### config.mk
export PLATFORM = sky130hd
export DESIGN_NAME = read_addr_arbiter
export DESIGN_NICKNAME = d
export VERILOG_FILES = /design/src/rtl/read_addr_arbiter_pkg.sv /design/src/rtl/read_addr_arbiter_default_slave.sv /design/src/rtl/read_addr_arbiter.sv
export SDC_FILE = /design/constraint.sdc
export NUM_CORES = 1
export LEC_CHECK = 0
export ABC_AREA = 1
export BUFFER_PORTS_ARGS = -buffer_cell sky130_fd_sc_hd__buf_2
export CAP_MARGIN = 20
export CORE_AREA = 2 2 198 200
export CTS_CLUSTER_SIZE = 30
export DETAILED_ROUTE_END_ITERATION = 6
export DIE_AREA = 0 0 200 202
export GPL_TIMING_DRIVEN = 0
export PLACE_DENSITY = 0.48
export SYNTH_ARGS = -nofsm -noshare
export SYNTH_HDL_FRONTEND = slang
export SYNTH_HIERARCHICAL = 1
export SYNTH_SLANG_ARGS = --single-unit
### constraint.sdc
create_clock -name clk -period 2.3 [get_ports clk]
set_clock_uncertainty 0.05 [all_clocks]
set_input_delay 0.23 -clock clk [delete_from_list [all_inputs] [get_ports clk]]
set_output_delay 0.23 -clock clk [all_outputs]
set_load 0.01 [all_outputs]
### src/rtl/read_addr_arbiter_pkg.sv
// Shared AXI read-address constants for the AR arbiter: ID widths, slave address map,
// one-hot master tags and the address decoder used to pick a slave.
package read_addr_arbiter_pkg;

    localparam int AXI_ID_BITS  = 4;
    localparam int AXI_IDS_BITS = AXI_ID_BITS + 4;
    localparam int NUM_M        = 3;
    localparam int NUM_S        = 6;
    localparam int NUM_SEL      = NUM_S + 1;
    localparam int SD_IDX       = NUM_S;

    localparam logic [31:0] S0_BASE  = 32'h0000_0000;
    localparam logic [31:0] S0_LIMIT = 32'h0000_3FFF;
    localparam logic [31:0] S1_BASE  = 32'h0001_0000;
    localparam logic [31:0] S1_LIMIT = 32'h0001_FFFF;
    localparam logic [31:0] S2_BASE  = 32'h0002_0000;
    localparam logic [31:0] S2_LIMIT = 32'h0002_FFFF;
    localparam logic [31:0] S3_BASE  = 32'h1002_0000;
    localparam logic [31:0] S3_LIMIT = 32'h1002_03FF;
    localparam logic [31:0] S4_BASE  = 32'h1001_0000;
    localparam logic [31:0] S4_LIMIT = 32'h1001_03FF;
    localparam logic [31:0] S5_BASE  = 32'h2000_0000;
    localparam logic [31:0] S5_LIMIT = 32'h201F_FFFF;

    localparam logic [3:0] TAG_M0 = 4'b0001;
    localparam logic [3:0] TAG_M1 = 4'b0010;
    localparam logic [3:0] TAG_M2 = 4'b0100;

    localparam logic [1:0] RESP_DECERR = 2'b11;

    typedef logic [NUM_SEL-1:0] sel_t;

    typedef struct packed {
        logic [AXI_ID_BITS-1:0] id;
        logic [31:0]            addr;
        logic [3:0]             len;
        logic [2:0]             size;
        logic [1:0]             burst;
    } ar_req_t;

    function automatic logic in_range(input logic [31:0] addr, input logic [31:0] base,
                                      input logic [31:0] limit);
        return (addr >= base) && (addr <= limit);
    endfunction

    // One-hot slave select; bit SD_IDX is the internal DECERR slave.
    function automatic sel_t decode_addr(input logic [31:0] addr);
        sel_t sel;
        sel = '0;
        if (in_range(addr, S0_BASE, S0_LIMIT))      sel[0] = 1'b1;
        else if (in_range(addr, S1_BASE, S1_LIMIT)) sel[1] = 1'b1;
        else if (in_range(addr, S2_BASE, S2_LIMIT)) sel[2] = 1'b1;
        else if (in_range(addr, S3_BASE, S3_LIMIT)) sel[3] = 1'b1;
        else if (in_range(addr, S4_BASE, S4_LIMIT)) sel[4] = 1'b1;
        else if (in_range(addr, S5_BASE, S5_LIMIT)) sel[5] = 1'b1;
        else                                        sel[SD_IDX] = 1'b1;
        return sel;
    endfunction

    function automatic logic [3:0] master_tag(input logic [1:0] m);
        case (m)
            2'd1:    return TAG_M1;
            2'd2:    return TAG_M2;
            default: return TAG_M0;
        endcase
    endfunction

    function automatic logic [1:0] rr_next(input logic [1:0] m);
        return (m == 2'd2) ? 2'd0 : m + 2'd1;
    endfunction

endpackage

### src/rtl/read_addr_arbiter_default_slave.sv
// DECERR responder for unmapped reads: accepts one AR at a time and returns
// ARLEN+1 zero-data beats with RRESP=DECERR, RLAST on the final beat.
module read_addr_arbiter_default_slave
    import read_addr_arbiter_pkg::*;
(
    input  logic                    clk,
    input  logic                    rst,
    input  logic                    i_ar_valid,
    input  logic [AXI_IDS_BITS-1:0] i_ar_id,
    input  logic [3:0]              i_ar_len,
    output logic                    o_ar_ready,
    output logic [AXI_IDS_BITS-1:0] o_rid,
    output logic [31:0]             o_rdata,
    output logic [1:0]              o_rresp,
    output logic                    o_rlast,
    output logic                    o_rvalid,
    input  logic                    i_rready
);

    typedef enum logic {DS_IDLE, DS_BURST} ds_state_t;

    ds_state_t               r_state;
    logic [AXI_IDS_BITS-1:0] r_id;
    logic [3:0]              r_len;
    logic [3:0]              r_cnt;

    // NOTE: sequential state uses non-blocking assignments so every register samples
    // pre-edge values, independent of statement order.
    always_ff @(posedge clk) begin
        if (rst) begin
            r_state <= DS_IDLE;
            r_id    <= '0;
            r_len   <= '0;
            r_cnt   <= '0;
        end else begin
            case (r_state)
                DS_IDLE: begin
                    if (i_ar_valid) begin
                        r_id    <= i_ar_id;
                        r_len   <= i_ar_len;
                        r_cnt   <= '0;
                        r_state <= DS_BURST;
                    end
                end
                DS_BURST: begin
                    if (i_rready) begin
                        if (r_cnt == r_len) begin
                            r_id    <= '0;
                            r_state <= DS_IDLE;
                        end else begin
                            r_cnt <= r_cnt + 4'd1;
                        end
                    end
                end
                default: r_state <= DS_IDLE;
            endcase
        end
    end

    assign o_ar_ready = (r_state == DS_IDLE);
    assign o_rvalid   = (r_state == DS_BURST);
    assign o_rlast    = o_rvalid && (r_cnt == r_len);
    assign o_rid      = o_rvalid ? r_id : '0;
    assign o_rresp    = o_rvalid ? RESP_DECERR : 2'b00;
    assign o_rdata    = '0;

endmodule

### src/rtl/read_addr_arbiter.sv
// AR channel arbiter/router: round-robin over three masters, one outstanding burst
// per master, address decode to six slaves plus an internal DECERR slave.
module read_addr_arbiter
    import read_addr_arbiter_pkg::*;
(
    input  logic                    clk,
    input  logic                    rst,
    input  logic [AXI_ID_BITS-1:0]  ARID_M0,
    input  logic [31:0]             ARADDR_M0,
    input  logic [3:0]              ARLEN_M0,
    input  logic [2:0]              ARSIZE_M0,
    input  logic [1:0]              ARBURST_M0,
    input  logic                    ARVALID_M0,
    output logic                    ARREADY_M0,
    input  logic                    RVALID_M0,
    input  logic                    RREADY_M0,
    input  logic                    RLAST_M0,
    input  logic [AXI_ID_BITS-1:0]  ARID_M1,
    input  logic [31:0]             ARADDR_M1,
    input  logic [3:0]              ARLEN_M1,
    input  logic [2:0]              ARSIZE_M1,
    input  logic [1:0]              ARBURST_M1,
    input  logic                    ARVALID_M1,
    output logic                    ARREADY_M1,
    input  logic                    RVALID_M1,
    input  logic                    RREADY_M1,
    input  logic                    RLAST_M1,
    input  logic [AXI_ID_BITS-1:0]  ARID_M2,
    input  logic [31:0]             ARADDR_M2,
    input  logic [3:0]              ARLEN_M2,
    input  logic [2:0]              ARSIZE_M2,
    input  logic [1:0]              ARBURST_M2,
    input  logic                    ARVALID_M2,
    output logic                    ARREADY_M2,
    input  logic                    RVALID_M2,
    input  logic                    RREADY_M2,
    input  logic                    RLAST_M2,
    output logic [AXI_IDS_BITS-1:0] ARID_S0,
    output logic [31:0]             ARADDR_S0,
    output logic [3:0]              ARLEN_S0,
    output logic [2:0]              ARSIZE_S0,
    output logic [1:0]              ARBURST_S0,
    output logic                    ARVALID_S0,
    input  logic                    ARREADY_S0,
    output logic [AXI_IDS_BITS-1:0] ARID_S1,
    output logic [31:0]             ARADDR_S1,
    output logic [3:0]              ARLEN_S1,
    output logic [2:0]              ARSIZE_S1,
    output logic [1:0]              ARBURST_S1,
    output logic                    ARVALID_S1,
    input  logic                    ARREADY_S1,
    output logic [AXI_IDS_BITS-1:0] ARID_S2,
    output logic [31:0]             ARADDR_S2,
    output logic [3:0]              ARLEN_S2,
    output logic [2:0]              ARSIZE_S2,
    output logic [1:0]              ARBURST_S2,
    output logic                    ARVALID_S2,
    input  logic                    ARREADY_S2,
    output logic [AXI_IDS_BITS-1:0] ARID_S3,
    output logic [31:0]             ARADDR_S3,
    output logic [3:0]              ARLEN_S3,
    output logic [2:0]              ARSIZE_S3,
    output logic [1:0]              ARBURST_S3,
    output logic                    ARVALID_S3,
    input  logic                    ARREADY_S3,
    output logic [AXI_IDS_BITS-1:0] ARID_S4,
    output logic [31:0]             ARADDR_S4,
    output logic [3:0]              ARLEN_S4,
    output logic [2:0]              ARSIZE_S4,
    output logic [1:0]              ARBURST_S4,
    output logic                    ARVALID_S4,
    input  logic                    ARREADY_S4,
    output logic [AXI_IDS_BITS-1:0] ARID_S5,
    output logic [31:0]             ARADDR_S5,
    output logic [3:0]              ARLEN_S5,
    output logic [2:0]              ARSIZE_S5,
    output logic [1:0]              ARBURST_S5,
    output logic                    ARVALID_S5,
    input  logic                    ARREADY_S5,
    output logic [AXI_IDS_BITS-1:0] RID_SD,
    output logic [31:0]             RDATA_SD,
    output logic [1:0]              RRESP_SD,
    output logic                    RLAST_SD,
    output logic                    RVALID_SD,
    input  logic                    RREADY_SD
);

    typedef enum logic {ST_IDLE, ST_ADDR} arb_state_t;

    arb_state_t       r_state;
    logic [1:0]       r_win;
    sel_t             r_sel;
    logic [1:0]       r_rr_ptr;
    logic [NUM_M-1:0] r_outstanding;

    // Entry 3 is a permanently idle pad so 2-bit indices never leave the array.
    ar_req_t          w_m_req [4];
    logic [3:0]       w_m_valid;
    logic [3:0]       w_elig;
    logic [NUM_M-1:0] w_retire;
    logic [NUM_M-1:0] w_set;
    logic [NUM_S-1:0] w_s_ready;
    logic [NUM_S-1:0] w_route;
    logic             w_active;
    ar_req_t          w_win;
    logic             w_win_valid;
    logic [AXI_IDS_BITS-1:0] w_tag_id;
    logic             w_sd_valid;
    logic             w_sd_ready;
    logic             w_grant_ready;
    logic             w_hs;
    logic             w_any_elig;
    logic [1:0]       w_pick;
    logic [1:0]       w_cand;

    assign w_m_req[0] = '{id: ARID_M0, addr: ARADDR_M0, len: ARLEN_M0, size: ARSIZE_M0, burst: ARBURST_M0};
    assign w_m_req[1] = '{id: ARID_M1, addr: ARADDR_M1, len: ARLEN_M1, size: ARSIZE_M1, burst: ARBURST_M1};
    assign w_m_req[2] = '{id: ARID_M2, addr: ARADDR_M2, len: ARLEN_M2, size: ARSIZE_M2, burst: ARBURST_M2};
    assign w_m_req[3] = '0;
    assign w_m_valid  = {1'b0, ARVALID_M2, ARVALID_M1, ARVALID_M0};
    assign w_elig     = {1'b0, w_m_valid[NUM_M-1:0] & ~r_outstanding};
    assign w_retire   = {RVALID_M2 & RREADY_M2 & RLAST_M2,
                         RVALID_M1 & RREADY_M1 & RLAST_M1,
                         RVALID_M0 & RREADY_M0 & RLAST_M0};
    assign w_s_ready  = {ARREADY_S5, ARREADY_S4, ARREADY_S3, ARREADY_S2, ARREADY_S1, ARREADY_S0};

    // Round-robin search: first eligible master at or after r_rr_ptr (mod 3).
    // NOTE: every always_comb output gets a default up front so no path leaves it
    // unassigned, which would otherwise infer a latch.
    always_comb begin
        w_any_elig = 1'b0;
        w_pick     = r_rr_ptr;
        w_cand     = r_rr_ptr;
        for (int i = 0; i < NUM_M; i++) begin
            if (!w_any_elig && w_elig[w_cand]) begin
                w_any_elig = 1'b1;
                w_pick     = w_cand;
            end
            w_cand = rr_next(w_cand);
        end
    end

    assign w_active      = (r_state == ST_ADDR);
    assign w_win         = w_m_req[r_win];
    assign w_win_valid   = w_m_valid[r_win];
    assign w_tag_id      = {master_tag(r_win), w_win.id};
    assign w_route       = w_active ? r_sel[NUM_S-1:0] : '0;
    assign w_sd_valid    = w_active && r_sel[SD_IDX] && w_win_valid;
    assign w_grant_ready = w_active && ((|(r_sel[NUM_S-1:0] & w_s_ready)) || (r_sel[SD_IDX] && w_sd_ready));
    assign w_hs          = w_grant_ready && w_win_valid;
    assign w_set         = w_hs ? (3'b001 << r_win) : '0;

    always_ff @(posedge clk) begin
        if (rst) begin
            r_state       <= ST_IDLE;
            r_win         <= '0;
            r_sel         <= '0;
            r_rr_ptr      <= '0;
            r_outstanding <= '0;
        end else begin
            r_outstanding <= (r_outstanding & ~w_retire) | w_set;
            case (r_state)
                ST_IDLE: begin
                    if (w_any_elig) begin
                        r_win   <= w_pick;
                        r_sel   <= decode_addr(w_m_req[w_pick].addr);
                        r_state <= ST_ADDR;
                    end
                end
                ST_ADDR: begin
                    if (w_hs) begin
                        r_rr_ptr <= rr_next(r_win);
                        r_sel    <= '0;
                        r_state  <= ST_IDLE;
                    end
                end
                default: r_state <= ST_IDLE;
            endcase
        end
    end

    assign ARREADY_M0 = w_grant_ready && (r_win == 2'd0);
    assign ARREADY_M1 = w_grant_ready && (r_win == 2'd1);
    assign ARREADY_M2 = w_grant_ready && (r_win == 2'd2);

    assign ARVALID_S0 = w_route[0] && w_win_valid;
    assign ARVALID_S1 = w_route[1] && w_win_valid;
    assign ARVALID_S2 = w_route[2] && w_win_valid;
    assign ARVALID_S3 = w_route[3] && w_win_valid;
    assign ARVALID_S4 = w_route[4] && w_win_valid;
    assign ARVALID_S5 = w_route[5] && w_win_valid;

    assign ARID_S0 = w_route[0] ? w_tag_id : '0;
    assign ARID_S1 = w_route[1] ? w_tag_id : '0;
    assign ARID_S2 = w_route[2] ? w_tag_id : '0;
    assign ARID_S3 = w_route[3] ? w_tag_id : '0;
    assign ARID_S4 = w_route[4] ? w_tag_id : '0;
    assign ARID_S5 = w_route[5] ? w_tag_id : '0;

    assign ARADDR_S0 = w_route[0] ? w_win.addr : '0;
    assign ARADDR_S1 = w_route[1] ? w_win.addr : '0;
    assign ARADDR_S2 = w_route[2] ? w_win.addr : '0;
    assign ARADDR_S3 = w_route[3] ? w_win.addr : '0;
    assign ARADDR_S4 = w_route[4] ? w_win.addr : '0;
    assign ARADDR_S5 = w_route[5] ? w_win.addr : '0;

    assign ARLEN_S0 = w_route[0] ? w_win.len : '0;
    assign ARLEN_S1 = w_route[1] ? w_win.len : '0;
    assign ARLEN_S2 = w_route[2] ? w_win.len : '0;
    assign ARLEN_S3 = w_route[3] ? w_win.len : '0;
    assign ARLEN_S4 = w_route[4] ? w_win.len : '0;
    assign ARLEN_S5 = w_route[5] ? w_win.len : '0;

    assign ARSIZE_S0 = w_route[0] ? w_win.size : '0;
    assign ARSIZE_S1 = w_route[1] ? w_win.size : '0;
    assign ARSIZE_S2 = w_route[2] ? w_win.size : '0;
    assign ARSIZE_S3 = w_route[3] ? w_win.size : '0;
    assign ARSIZE_S4 = w_route[4] ? w_win.size : '0;
    assign ARSIZE_S5 = w_route[5] ? w_win.size : '0;

    assign ARBURST_S0 = w_route[0] ? w_win.burst : '0;
    assign ARBURST_S1 = w_route[1] ? w_win.burst : '0;
    assign ARBURST_S2 = w_route[2] ? w_win.burst : '0;
    assign ARBURST_S3 = w_route[3] ? w_win.burst : '0;
    assign ARBURST_S4 = w_route[4] ? w_win.burst : '0;
    assign ARBURST_S5 = w_route[5] ? w_win.burst : '0;

    read_addr_arbiter_default_slave u_default_slave (
        .clk        (clk),
        .rst        (rst),
        .i_ar_valid (w_sd_valid),
        .i_ar_id    (w_tag_id),
        .i_ar_len   (w_win.len),
        .o_ar_ready (w_sd_ready),
        .o_rid      (RID_SD),
        .o_rdata    (RDATA_SD),
        .o_rresp    (RRESP_SD),
        .o_rlast    (RLAST_SD),
        .o_rvalid   (RVALID_SD),
        .i_rready   (RREADY_SD)
    );

endmodule

==> results.json <==
{
  "status": "finished with violations",
  "violations": "negative setup slack",
  "synth_area_leaders": "nor2_1 (27%), dfxtp_1 (12%), nand2_1 (9.8%)",
  "cp_max_fo": 8,
  "die_w_um": 200,
  "cts_hold_buf": 0,
  "start_kind": "flip-flop",
  "tightest_slew_ns": 1.04,
  "syn_area_um2": 5300,
  "synth_seq_cells": 32,
  "setup_viol": 7,
  "hpwl_mm": 34.4,
  "min_period_ns": 2.66,
  "clockBufferDepth": 2,
  "ys_warn_count": 6,
  "path_clk_slew_ns": 0.05,
  "initialDrtViolationCount": 590,
  "synth-async-reset-ratio": 0,
  "drtAntennaViolNets": 0,
  "routedWlPerCell_um": 20.6,
  "placed_cell_area_um2": 8430,
  "powerDensity_nw_per_um2": 522,
  "postSynthAreaPerCell_um2": 5.14,
  "hold_viol": 0,
  "drv_cap": 0,
  "clk_latency_ns": 0.27,
  "route.vias.total": 8980,
  "antenna_found_initial": 1,
  "synth_flop_cell": "dfxtp_1",
  "grt_pass1_wl_mm": 58.5,
  "synth.most_common_cell": "nor2_1",
  "slew_headroom": 0.304,
  "htree_levels": 2,
  "grt_setup_unrepaired": "yes",
  "drive_above_1_share": 0.476,
  "cts_tree": "done",
  "cts.sinks": 32,
  "routed_wl_mm": 43.2,
  "ir_drop_v": 0.000274,
  "design_area_um2": 9750,
  "num_rows": 72,
  "gp_congestion": 0.882,
  "ys_types": 41,
  "ys_seq_area_frac": 0.121,
  "finalMaxSlewViolations": 0,
  "die_height_um": 202,
  "hp-class": "in -> reg",
  "leakage_nw": 5.47,
  "critPathKind": "reg -> reg",
  "core_um2": 38300,
  "synth_enable_flop_cells": 0,
  "numCtsBuffers": 5,
  "grt_pass1_vias": 8699,
  "grt_usage": 0.201,
  "area_growth_pct": 84.1,
  "worstSetupEndpointType": "flip-flop",
  "cp_data_required_time_ns": 2.39,
  "final_nets": 1738,
  "maxClockFrequency_ghz": 0.377,
  "critPathArrivalTime_ns": 2.74,
  "drt-pass1-iter-count": 5,
  "fin_ws_ns": -0.356,
  "nFillCells": 4421,
  "clockRootBuffer": "clkbuf_16",
  "yosys.area.top_type": "nor2_1",
  "num_io_pins": 503,
  "drc_errors": 0,
  "via_per_inst": 4.28,
  "finalCritPeriodShare": 1.15,
  "dp_slack_ns": -1.84,
  "grt-ovfl-total": 0,
  "synth_common_cells": "nor2_1 (374), nand2_1 (138), inv_1 (95)",
  "setup_tns_ns": -1.82,
  "grt_max_degree": 13,
  "initial_utilization": 0.138,
  "synth.top_cell.area_share": 0.265,
  "dieArea_um2": 40400,
  "io_buffer_count": 464,
  "synthCells": 1031
}
[registers in the layout (all words and copies together), names as in the netlist]
signal	cells
r_rr_ptr	2
u_default_slave/o_rvalid	1
r_win	2
u_default_slave/r_len	4
u_default_slave/r_cnt	4
u_default_slave/r_id	8
r_outstanding	3
r_sel	7
r_state	1
[layout by cell type (no fill, tap or decap), drive strengths merged]
cell type,count
buf,556
nor2,392
nand2,158
inv,103
nand3,84
o21ai,56
clkbuf,52
a21oi,41
conb,39
dfxtp,32
o21a,19
o22a,9
a32oi,8
ha,5
nor3,4
nand4,3
o211ai,2
nor4,2
a211oi,2
clkinv,2
diode,1
a22o,1
a221oi,1
or2,1
o41ai,1
clkinvlp,1
xor2,1
nand3b,1
xnor2,1
[final timing paths]
| check | end | cells past startpoint | slack [ns] | startpoint |
|---|---|---|---|---|
| setup / recovery | r_sel[5]$_SDFFE_PP0P_ | 20 | -0.36 | r_rr_ptr[1]$_SDFFE_PP0P_ |
| hold / removal | r_sel[3]$_SDFFE_PP0P_ | 2 | 0.23 | rst |
| hold reg to reg | u_default_slave/r_len[3]$_SDFFE_PP0P_ | 2 | 0.42 | u_default_slave/r_len[3]$_SDFFE_PP0P_ |
| setup reg to reg | r_sel[5]$_SDFFE_PP0P_ | 20 | -0.36 | r_rr_ptr[1]$_SDFFE_PP0P_ |
[where the power goes]
group / internal, W / total [W] / switching [W]
combinational: 0.00136 / 0.00381 / 0.00246
clock: 0.000392 / 0.000630 / 0.000237
sequential: 0.000598 / 0.000642 / 0.0000440
[through the flow]
stage | power [W] | utilization | cells | hold slack (ns)
finish | 0.00509 | 0.255 | 2096 | 0.234
floorplan | 0.00228 | - | 1068 | 0.249
global route | 0.00537 | 0.254 | 2095 | 0.253
detailed placement | 0.00351 | 0.220 | 2052 | 0.411
global placement | 0.00346 | 0.220 | 2050 | 0.406
CTS | 0.00481 | 0.245 | 2082 | 0.250
[cell type report]
class	instances	area, µm²	share of cell area
clock buffers	5	125	0.0128
inverters	104	394	0.0404
flip-flops and latches	32	649	0.0666
diodes	1	2.50	0.000257
multi-input cells	831	4400	0.452
repair buffers	502	2730	0.280
plain buffers	101	779	0.0800
well taps	518	648	0.0665
clock inverters	2	12.5	0.00128
[worst max-delay path, stage by stage, from the launching register on]
cell	delay, ns
dfxtp_2	0.32
buf_8	0.13
nor2_4	0.15
inv_2	0.07
nor2_4	0.12
nor2_4	0.06
nand3_4	0.13
nand3_4	0.10
nand2_4	0.11
buf_8	0.12
buf_6	0.13
nand2_1	0.07
nand3_1	0.10
nand2_2	0.08
nor2_4	0.18
nand2_2	0.09
nor2_4	0.12
nand3_1	0.08
nand3_2	0.10
or2_1	0.15
a21oi_2	0.05
[what timing repair did]
| action | CTS | global route |
|---|---|---|
| resized for setup | 169 | 85 |
| endpoints found under the setup margin | 328 | 182 |
| pin swaps | 35 | 22 |
| buffers inserted | 21 | 13 |
| gates cloned | 3 | 1 |
[kinds of logic (layout without fill, tap and decap cells)]
family	after synthesis	after routing	share of synthesized area
flops	32	32	0.121
other cells	2	40	0.00142
buf+inv	206	714	0.179
simple gates	644	645	0.522
fa+ha+maj	5	5	0.0118
xor+xnor	2	2	0.00331
compound gates	140	140	0.161
[metal layers]
metal / up-vias / GRT usage / share of wire
li1: 4241 / - / -
met1: 4211 / 0.242 / 0.39
met2: 456 / 0.368 / 0.51
met3: 72 / 0.0254 / 0.067
met4: 0 / 0.0590 / 0.028
met5: - / 0 / 0
No activity file was read; power rests on OpenSTA's default activity.
